$ cat src/rtl/fir_div_pkg.sv
// fir_div_pkg
// Shared definitions for the sequential signed divider:
//   state_t      - 2-bit FSM encoding (IDLE, CALC, FIX, DONE)
//   step_cnt_w() - width of the quotient-bit step counter for an n-bit dividend
package fir_div_pkg;

    typedef enum logic [1:0] {
        IDLE = 2'd0,
        CALC = 2'd1,
        FIX  = 2'd2,
        DONE = 2'd3
    } state_t;

    function automatic int step_cnt_w(input int n);
        return $clog2(n) + 1;
    endfunction

endpackage

$ cat src/rtl/signed_abs.sv
// signed_abs
// Combinational two's-complement conditional negation.
// When used as a magnitude unit, neg is tied to the operand MSB, so y = |a|
// as an unsigned W-bit value (the most-negative input maps to 2^(W-1)).
// When used to re-apply a sign, neg selects y = -a.
// Ports:
//   a    in  W  operand
//   neg  in  1  negate a when high
//   y    out W  a or -a
//   sign out 1  MSB of a
module signed_abs #(
    parameter int W = 16
) (
    input  logic [W-1:0] a,
    input  logic         neg,
    output logic [W-1:0] y,
    output logic         sign
);

    assign sign = a[W-1];
    assign y    = neg ? (~a + {{(W-1){1'b0}}, 1'b1}) : a;

endmodule

$ cat src/rtl/signed_divider_seq.sv
// signed_divider_seq
// Sequential restoring signed divider, one quotient bit per clock.
// Quotient truncates toward zero; remainder takes the dividend's sign.
// Ports:
//   clk      in  1  rising-edge clock
//   rst      in  1  synchronous active-high reset
//   start    in  1  launch request, accepted in IDLE or DONE
//   dividend in  N  signed dividend, sampled on accepted start
//   divisor  in  m  signed divisor, sampled on accepted start
//   busy     out 1  high in CALC and FIX
//   done     out 1  one-cycle pulse when results are valid
//   quo      out N  signed quotient
//   rem      out m  signed remainder
//   dbz      out 1  divide-by-zero flag
//   ovf      out 1  quotient overflow flag (-2^(N-1) / -1)
module signed_divider_seq
    import fir_div_pkg::*;
#(
    parameter int N = 32,
    parameter int m = 16
) (
    input  logic         clk,
    input  logic         rst,
    input  logic         start,
    input  logic [N-1:0] dividend,
    input  logic [m-1:0] divisor,
    output logic         busy,
    output logic         done,
    output logic [N-1:0] quo,
    output logic [m-1:0] rem,
    output logic         dbz,
    output logic         ovf
);

    localparam int CW = step_cnt_w(N);

    state_t        state;
    logic [CW-1:0] cnt;

    // Operand magnitudes and latched signs
    logic [N-1:0]  dvd_mag;
    logic [m-1:0]  dsr_mag;
    logic          dvd_sign;
    logic          dsr_sign;

    // Working registers: q_p starts as |dividend| and fills with quotient bits
    // from the right as the dividend bits are consumed from the left.
    logic [N-1:0]  q_p;
    logic [m:0]    rem_p;
    logic [m-1:0]  dsr_p;
    logic          rsign_p;
    logic          dsign_p;
    logic          dbz_p;
    logic          ovf_p;

    logic [m:0]    shifted;
    logic [m+1:0]  diff;
    logic          take;

    logic [N-1:0]  quo_fix;
    logic [m-1:0]  rem_fix;
    logic          quo_sign_unused;
    logic          rem_sign_unused;

    signed_abs #(.W(N)) u_abs_dvd (
        .a    (dividend),
        .neg  (dividend[N-1]),
        .y    (dvd_mag),
        .sign (dvd_sign)
    );

    signed_abs #(.W(m)) u_abs_dsr (
        .a    (divisor),
        .neg  (divisor[m-1]),
        .y    (dsr_mag),
        .sign (dsr_sign)
    );

    signed_abs #(.W(N)) u_neg_quo (
        .a    (q_p),
        .neg  (rsign_p),
        .y    (quo_fix),
        .sign (quo_sign_unused)
    );

    signed_abs #(.W(m)) u_neg_rem (
        .a    (rem_p[m-1:0]),
        .neg  (dsign_p),
        .y    (rem_fix),
        .sign (rem_sign_unused)
    );

    // Restoring step: the partial remainder is always below |divisor| <= 2^(m-1),
    // so the shifted value fits m+1 bits; one extra bit exposes the borrow.
    always_comb begin
        shifted = {rem_p[m-1:0], q_p[N-1]};
        diff    = {1'b0, shifted} - {2'b00, dsr_p};
        take    = ~diff[m+1];
    end

    always_ff @(posedge clk) begin
        if (rst) begin
            state <= IDLE;
            cnt   <= '0;
            busy  <= 1'b0;
            done  <= 1'b0;
            quo   <= '0;
            rem   <= '0;
            dbz   <= 1'b0;
            ovf   <= 1'b0;
        end else begin
            case (state)
                IDLE, DONE: begin
                    done <= 1'b0;
                    if (start) begin
                        q_p     <= dvd_mag;
                        dsr_p   <= dsr_mag;
                        rsign_p <= dvd_sign ^ dsr_sign;
                        dsign_p <= dvd_sign;
                        dbz_p   <= (divisor == '0);
                        ovf_p   <= (dividend == {1'b1, {(N-1){1'b0}}}) && (divisor == '1);
                        cnt     <= '0;
                        busy    <= 1'b1;
                        if (divisor == '0) begin
                            // Park the raw dividend bits here; FIX returns them as rem.
                            // Divide-by-zero skips CALC but still passes through FIX,
                            // so done arrives two cycles after start.
                            rem_p <= {1'b0, dividend[m-1:0]};
                            state <= FIX;
                        end else begin
                            rem_p <= '0;
                            state <= CALC;
                        end
                    end else begin
                        state <= IDLE;
                    end
                end

                CALC: begin
                    rem_p <= take ? diff[m:0] : shifted;
                    q_p   <= {q_p[N-2:0], take};
                    if (cnt == CW'(N - 1)) begin
                        state <= FIX;
                    end else begin
                        cnt <= cnt + 1'b1;
                    end
                end

                FIX: begin
                    // For -2^(N-1) / -1 the magnitude 2^(N-1) with a positive
                    // result sign already wraps to the required 0x80..0.
                    if (dbz_p) begin
                        quo <= '1;
                        rem <= rem_p[m-1:0];
                    end else begin
                        quo <= quo_fix;
                        rem <= rem_fix;
                    end
                    dbz   <= dbz_p;
                    ovf   <= ovf_p;
                    busy  <= 1'b0;
                    done  <= 1'b1;
                    state <= DONE;
                end

                default: begin
                    state <= IDLE;
                    busy  <= 1'b0;
                    done  <= 1'b0;
                end
            endcase
        end
    end

endmodule

$ cat config.mk
export PLATFORM = sky130hd
export DESIGN_NAME = signed_divider_seq
export DESIGN_NICKNAME = d
export VERILOG_FILES = /design/src/rtl/fir_div_pkg.sv /design/src/rtl/signed_abs.sv /design/src/rtl/signed_divider_seq.sv
export SDC_FILE = /design/constraint.sdc
export NUM_CORES = 1
export LEC_CHECK = 0
export BUFFER_PORTS_ARGS = -buffer_cell sky130_fd_sc_hd__buf_2
export CORE_ASPECT_RATIO = 0.6
export CORE_UTILIZATION = 40
export DETAILED_ROUTE_END_ITERATION = 16
export RECOVER_POWER = 25
export REMOVE_ABC_BUFFERS = 1
export SYNTH_ARGS = -nofsm -noshare
export SYNTH_HDL_FRONTEND = slang
export SYNTH_HIERARCHICAL = 1
export SYNTH_SLANG_ARGS = --single-unit
$ cat constraint.sdc
create_clock -name clk -period 4.7 [get_ports clk]
set_input_delay 0.705 -clock clk [delete_from_list [all_inputs] [get_ports clk]]
set_output_delay 0.705 -clock clk [all_outputs]
set_load 0.05 [all_outputs]
==> impl_metrics.tcl, run 1 <==
set metrics [dict create \
    holdBufCountCts 0 \
    end_kind "flip-flop" \
    rsz0062_at_grt "no" \
    postSynthAreaPerCell_um2 9.838 \
    slowest_stage "o21ai_4" \
    clock.fmax_mhz 328.0 \
    cp_cell_sequence "ha_1, a21oi_1, o21ai_2, a221o_1, o21ai_4, nor4_1, a221o_2" \
    grt_first_pass_wirelength_mm 34.66 \
    cts_buffers 17 \
    netSwitchingPower_mw 2.447 \
    post-route-period-util_pct 64.86 \
    htreeDepth 4 \
    power_frac_comb_pct 42.9 \
    post-cts-setup-buffer-count 0 \
    syn_area_um2 8264 \
    via_per_inst 5.633 \
    maxCapViolCount 1 \
    tightest_slew_ns 1.534 \
    syn_to_final_growth_pct 15.25 \
    cp_data_required_time_ns 4.88 \
    clk_latency_ns 0.43 \
    cts_resized 0 \
    num_antenna_cells 0 \
    drive_above_1_share_pct 17.80 \
    hold_viol 0 \
    die-area_um2 21260 \
    via_count 6821 \
    fillers 1979 \
    drtAntennaViolNets 0 \
    start_kind "flip-flop" \
    setup_violations 0 \
    hpwl_mm 16.25 \
    design.core.area_um2 20120 \
    fin_skew_ns 0.01003 \
    grt_overflow 0 \
    final_nets 1001 \
    preCtsSetupSlack_ns 1.700 \
    slew_headroom_pct -2.290 \
    clkTransAtPathRegs_ns 0.06 \
    numPortBuffers 102 \
    final_core_util_pct 47.34 \
    fin_crit_ns 3.048 \
    finalWorstSetupSlack_ns 1.652 \
    powerDensity_nw_per_um2 605.4 \
    cpPeakStageDelay_ns 0.51 \
    crit_arrival_ns 3.23 \
    cell_internal_pwr_mw 3.319 \
    root_buffer "clkbuf_16" \
    avgRoutedWirePerCell_um 18.20 \
    vdd_ir_drop_max_v 0.0003892 \
    dp.cells 1179 \
    clock-sinks 128 \
    cp_max_fo 17 \
    drc 0 \
    multi_input_area_um2 4676 \
    fin_cells 1211 \
    cts_tree "built" \
    final-seq-area_um2 3243 \
    initial_core_util_pct 41.08 \
    clockBufferDepth 2 \
    antenna_found_initial 0 \
    place_congestion 0.9406 \
    synth_cells 840 \
    failed_checks "max-capacitance violations, max-slew violations" \
    p_sw_share_pct 42.44 \
    outcome "finished with violations" \
    leakagePower_nw 3.376 \
    core.rowCount 40 \
    wl_mm 22.05 \
    yosysWarnings 6 \
    hp-class "reg -> reg" \
    io_pins 103 \
    grt_usage_pct 21.03 \
    p_clk_share_pct 24.1 \
    whs_ns 0.4851 \
    drt_pass1_iterations 5 \
    power.share.sequential_pct 33.0 \
    die_x_um 187.6 \
    drt_iter0_drc 590 \
    report.final.slew_viol_count 37 \
    grt_max_degree 59 \
    critical_path_class "reg -> reg" \
    dieHeight_um 113.3 \
    grt_pass1_vias 5998 \
]
## final timing paths
check / startpoint / endpoint / slack, ns / depth (start not counted)
worst max register to register: rem_p[11]$_DFFE_PP_ / rem_p[12]$_DFFE_PP_ / 1.65 / 7
worst min-delay path: rem[9]$_SDFFE_PP0P_ / rem[9]$_SDFFE_PP0P_ / 0.49 / 2
worst min register to register: rem[9]$_SDFFE_PP0P_ / rem[9]$_SDFFE_PP0P_ / 0.49 / 2
worst max-delay path: rem_p[11]$_DFFE_PP_ / rem_p[12]$_DFFE_PP_ / 1.65 / 7
## flip-flops by register name, indices dropped and copies added (netlist names)
name     cells
busy         1
state        2
dsr_p       16
q_p         32
rem_p       16
dsign_p      1
rsign_p      1
cnt          6
rem         16
done         1
dbz          1
quo         32
ovf          1
dbz_p        1
ovf_p        1
## metrics by stage
stage                     setup TNS [ns]  cell area [um2]  power (mW)
after detailed placement               0             8972       4.405
final                                  0             9524       5.766
after global routing                   0             9524       6.113
after CTS                              0             9588       5.814
after floorplan                   -26.06             8058       3.778
after global placement                 0             8972       4.400
## critical path: cells and delay by family, from the launching register on
kind                       cells  cell delay, ns
adders and majority gates      1            0.42
DFF                            1            0.50
AOI/OAI and AO/OA              5            1.75
and+or+nand+nor                1            0.15
## power groups by stage
stage | Sequential [mW] | Combinational [mW] | Clock [mW]
global route | 1.95 | 2.70 | 1.47
global placement | 1.91 | 2.49 | 0
floorplan | 2.33 | 1.45 | 0
CTS | 1.89 | 2.50 | 1.42
detailed placement | 1.91 | 2.49 | 0
finish | 1.90 | 2.47 | 1.39
## area by class of cell
type                            instances  share of cell area, %
Sequential cell                       128                  34.05
Clock inverter                         11                  1.287
Multi-Input combinational cell        630                  49.09
Clock buffer                           21                  5.176
Tap cell                              273                  3.586
Inverter                               39                  1.537
Timing Repair Buffer                  109                  5.268
## metal layers
| metal | global-route usage (%) | vias up | share of wire [%] | routed length (um) |
|---|---|---|---|---|
| li1 | - | 3323 | - | - |
| met4 | 4.390 | 0 | 0.59 | 129 |
| met2 | 25.16 | 253 | 36 | 7847 |
| met5 | 0 | - | 0 | 0 |
| met1 | 35.36 | 3235 | 56 | 12320 |
| met3 | 5.366 | 10 | 7.9 | 1747 |
## cells in the final DEF (no fill, tap or decap), types with 27 or more instances in the layout
master,n
nor2_1,70
o22ai_1,33
edfxtp_1,68
buf_2,56
nand2_1,55
o21ai_0,38
dfxtp_1,60
inv_1,39
clkbuf_1,48
o31ai_1,27
mux2_2,32
xnor2_1,82
(Power assumes the default switching activity.)
==> inputs of run 2 (changes only) <==
==> constraint.sdc (replaced) <==
create_clock -name clk -period 2.9 [get_ports clk]
set_input_delay 0.435 -clock clk [delete_from_list [all_inputs] [get_ports clk]]
set_output_delay 0.435 -clock clk [all_outputs]
set_load 0.05 [all_outputs]
==> impl_metrics.tcl, run 2 (synthesized netlist as in run 1, its figures left out) <==
set metrics [dict create \
    grt_overflow 0 \
    hpwl_mm 17.25 \
    critical_path_class "reg -> reg" \
    core.rowCount 40 \
    slew_headroom_pct -7.316 \
    vdd_ir_drop_max_v 0.0005483 \
    final_nets 1030 \
    place_congestion 0.9259 \
    io_pins 103 \
    design.core.area_um2 20120 \
    most-common-layout-cells "xnor2_1 (82), nor2_1 (70), edfxtp_1 (68)" \
    dpl_cell_area_um2 9200 \
    clock-sinks 128 \
    final_area_um2 9772 \
    cp_data_required_time_ns 3.07 \
    cts_buffers 17 \
    end_kind "flip-flop" \
    grt_use_met3_pct 5.304 \
    drtAntennaViolNets 0 \
    via_per_inst 5.652 \
    syn_to_final_growth_pct 18.24 \
    fillers 1944 \
    clkTransAtPathRegs_ns 0.06 \
    slowest_stage "a221o_1" \
    cpPeakStageDelay_ns 0.45 \
    report.final.slew_viol_count 37 \
    grt_first_pass_wirelength_mm 35.82 \
    wl_mm 22.96 \
    numPortBuffers 102 \
    hp-start "start" \
    num_antenna_cells 0 \
    fin_skew_ns 0.008542 \
    die-area_um2 21260 \
    leakagePower_nw 3.512 \
    outcome "finished with violations" \
    hold_viol 0 \
    drt_iter0_drc 679 \
    setup_violations 0 \
    powerDensity_nw_per_um2 981.5 \
    grt_pass1_vias 6134 \
    failed_checks "max-capacitance violations, max-slew violations" \
    clockBufferDepth 2 \
    top_usage_layer "met1" \
    crit_arrival_ns 2.87 \
    cts_tree "built" \
    drive_above_1_share_pct 19.96 \
    grt_max_degree 50 \
    clock.fmax_mhz 369.5 \
    root_buffer "clkbuf_16" \
    cp_max_fo 9 \
    antenna_found_initial 0 \
    die_x_um 187.6 \
    use_met2_pct 26.35 \
    hp-class "in -> reg" \
    start_kind "flip-flop" \
    initial_core_util_pct 41.08 \
    setup.worst_path.start "rem_p[11]$_DFFE_PP_" \
    clk_latency_ns 0.42 \
    rsz0062_at_grt "no" \
    fin_crit_ns 2.707 \
    cp_cell_sequence "ha_1, a21oi_1, o21ai_2, a221o_1, o21ai_4, nor3_1, a221o_2" \
    gr-usage-met1_pct 36.67 \
    maxCapViolCount 1 \
    dp.cells 1206 \
    htreeDepth 4 \
    drt_pass1_iterations 5 \
    via_count 7008 \
    final_common_cell "xnor2_1" \
    setup_tns_ns 0 \
    tightest_slew_ns 1.610 \
    final_core_util_pct 48.57 \
    largest_registers "q_p: 32 flops, quo: 32 flops" \
    avgRoutedWirePerCell_um 18.52 \
    grt_usage_pct 21.88 \
    post-route-period-util_pct 93.33 \
    r2r_start "rem_p[11]$_DFFE_PP_" \
    fin_cells 1240 \
    finalPower_mw 9.591 \
    drc 0 \
    dieHeight_um 113.3 \
]
-- run 2: cell count changes in the layout (fill, tap and decap cells not counted), moves of 3 or more --
cell | before | now
buf_2 | 56 | 52
buf_4 | 6 | 32
clkbuf_1 | 48 | 51
inv_4 | 3 | 0
inv_6 | 1 | 4
-- run 2: power breakdown --
group / internal (mW) / switching, mW / leakage (nW)
combinational: 1.56 / 2.73 / 2.07
sequential: 2.56 / 0.458 / 1.14
clock: 1.42 / 0.875 / 0.307
-- run 2: path summary, 6_finish.rpt --
kind	to	slack, ns	cells past startpoint
worst min register to register	rem[7]$_SDFFE_PP0P_	0.48	2
worst max-delay path	rem_p[3]$_DFFE_PP_	0.19	7
worst min-delay path	state[1]$_SDFFE_PP0P_	0.32	3
worst max register to register	rem_p[3]$_DFFE_PP_	0.19	7
-- run 2: critical path: cells and delay by family, from the launching register on --
kind / cells / cell delay [ns]
AO/OA/AOI/OAI: 5 / 1.54
flip-flops: 1 / 0.41
adder cells (fa/ha/maj): 1 / 0.39
AND/OR/NAND/NOR: 1 / 0.11
-- run 2: layer usage --
layer | part of all wire (%) | routed length [um]
met2 | 35 | 8107
met4 | 0.50 | 114
met5 | 0 | 0
met1 | 55 | 12660
met3 | 9.1 | 2080
-- run 2: final cells by class --
class                   count  area (um2)  share of cell area [%]
flip-flops and latches    128        3243                   33.19
multi-input cells         630        4676                   47.85
clock inverters            14       177.7                   1.818
repair buffers            138       737.0                   7.542
inverters                  39       146.4                   1.498
well taps                 273       341.6                   3.496
clock buffers              18       450.4                   4.609
-- run 2: what timing repair did --
item,in CTS,in global routing
endpoints found under the hold margin,0,0
resized for setup,0,0
hold buffers,0,0
setup buffers,2,0
endpoints found under the setup margin,1,0
-- run 2: stage by stage --
step	setup WS, ns	hold slack, ns
floorplan	-2.343	0.4531
global placement	0.1561	0.4733
detailed placement	0.06003	0.4766
CTS	0.2222	0.2671
global route	0.07840	0.3355
finish	0.1934	0.3235
==> inputs of run 3 (changes only) <==
==> constraint.sdc (replaced) <==
create_clock -name clk -period 2.9 [get_ports clk]
set_input_delay 0.435 -clock clk [delete_from_list [all_inputs] [get_ports clk]]
set_output_delay 0.435 -clock clk [all_outputs]
set_load 0.02 [all_outputs]
==> impl_metrics.tcl, run 3 (synthesized netlist as in run 1, its figures left out) <==
set metrics [dict create \
    outcome "finished with violations" \
    failed_checks "max-capacitance violations, max-slew violations" \
    holdPathEnd "state[1]$_SDFFE_PP0P_" \
    maxCapViolCount 1 \
    setup_violations 0 \
    hpwl_mm 17.25 \
    num_antenna_cells 0 \
    die-area_um2 21260 \
    cts_buffers 17 \
    hp-class "in -> reg" \
    fin_crit_ns 2.707 \
    drt_pass1_iterations 5 \
    numPortBuffers 102 \
    via_count 7009 \
    drc 0 \
    dpl_cell_area_um2 9200 \
    hold_viol 0 \
    dp.cells 1206 \
    grt_first_pass_wirelength_mm 35.82 \
    grt_max_degree 50 \
    finalPower_mw 9.089 \
    crit_arrival_ns 2.87 \
    cts_tree "built" \
    most-common-layout-cells "xnor2_1 (82), nor2_1 (70), edfxtp_1 (68)" \
    htreeDepth 4 \
    setup.worst_path.start "rem_p[11]$_DFFE_PP_" \
    drtAntennaViolNets 0 \
    tightest_slew_ns 1.609 \
    r2r_cells 7 \
    final_area_um2 9769 \
    finalWorstSetupSlack_ns 0.1934 \
    hp-start "start" \
    end_kind "flip-flop" \
    cp_data_required_time_ns 3.07 \
    clock-sinks 128 \
    rr_endpoint "rem_p[3]$_DFFE_PP_" \
    cp_max_fo 9 \
    core.rowCount 40 \
    design.core.area_um2 20120 \
    grt_overflow 0 \
    die_x_um 187.6 \
    drive_above_1_share_pct 19.75 \
    antenna_found_initial 0 \
    whs_ns 0.3235 \
    clkTransAtPathRegs_ns 0.06 \
    leakagePower_nw 3.504 \
    critical_path_class "reg -> reg" \
    report.final.slew_viol_count 37 \
    final_core_util_pct 48.56 \
    post-route-period-util_pct 93.33 \
    final_common_cell "xnor2_1" \
    syn_to_final_growth_pct 18.21 \
    powerDensity_nw_per_um2 930.4 \
    fin_skew_ns 0.008558 \
    avgRoutedWirePerCell_um 18.51 \
    r2r_start "rem_p[11]$_DFFE_PP_" \
    regToRegSetupSlack_ns 0.19 \
    slew_headroom_pct -7.263 \
    io_pins 103 \
    final_nets 1030 \
    root_buffer "clkbuf_16" \
    min_path_cells 3 \
    via_per_inst 5.652 \
    grt_usage_pct 21.88 \
    place_congestion 0.9259 \
    wl_mm 22.95 \
    rsz0062_at_grt "no" \
    clk_latency_ns 0.42 \
    clockBufferDepth 2 \
    preCtsSetupSlack_ns 0.06003 \
    initial_core_util_pct 41.08 \
    largest_registers "q_p: 32 flops, quo: 32 flops" \
    vdd_ir_drop_max_v 0.0004634 \
    start_kind "flip-flop" \
    clock.fmax_mhz 369.5 \
    drt_iter0_drc 679 \
    dieHeight_um 113.3 \
    setup_tns_ns 0 \
    fin_cells 1240 \
    cts_resized 0 \
    grt_pass1_vias 6134 \
]
[run 3: what timing repair did]
item                       CTS  global route
setup buffers                2             0
setup endpoints to repair    1             0
hold buffers                 0             0
[run 3: worst max path at each step]
stage	slack, ns	depth (start not counted)	end
after global placement	0.16	7	rem_p[8]$_DFFE_PP_
after global routing	0.08	7	rem_p[12]$_DFFE_PP_
final	0.19	7	rem_p[3]$_DFFE_PP_
after CTS	0.22	7	rem_p[3]$_DFFE_PP_
after detailed placement	0.06	7	rem_p[8]$_DFFE_PP_
after floorplan	-2.34	3	q_p[0]$_DFFE_PP_
[run 3: cell type report]
| cell class | count | area, um2 |
|---|---|---|
| fillers | 1944 | 10350 |
| repair buffers | 138 | 734.5 |
| well taps | 273 | 341.6 |
| multi-input cells | 630 | 4676 |
| inverters | 39 | 146.4 |
| flip-flops and latches | 128 | 3243 |
| clock inverters | 14 | 177.7 |
| clock buffers | 18 | 450.4 |
[run 3: routing by layer]
metal | vias to the layer above | global-route usage (%) | part of all wire [%]
li1 | 3381 | - | -
met1 | 3339 | 36.67 | 55
met2 | 278 | 26.35 | 35
met3 | 11 | 5.304 | 9.0
met4 | 0 | 4.932 | 0.50
met5 | - | 0 | 0
[run 3: power breakdown]
part           total, mW  internal [mW]  switching, mW  leakage (nW)
clock               2.29           1.42          0.875         0.307
combinational       3.78           1.56           2.23          2.06
sequential          3.02           2.56          0.458          1.14
[run 3: worst max-delay path, cell delays in order (launching register included)]
cell,delay (ns)
edfxtp_1,0.41
ha_1,0.39
a21oi_1,0.33
o21ai_2,0.14
a221o_1,0.45
o21ai_4,0.32
nor3_1,0.11
a221o_2,0.30
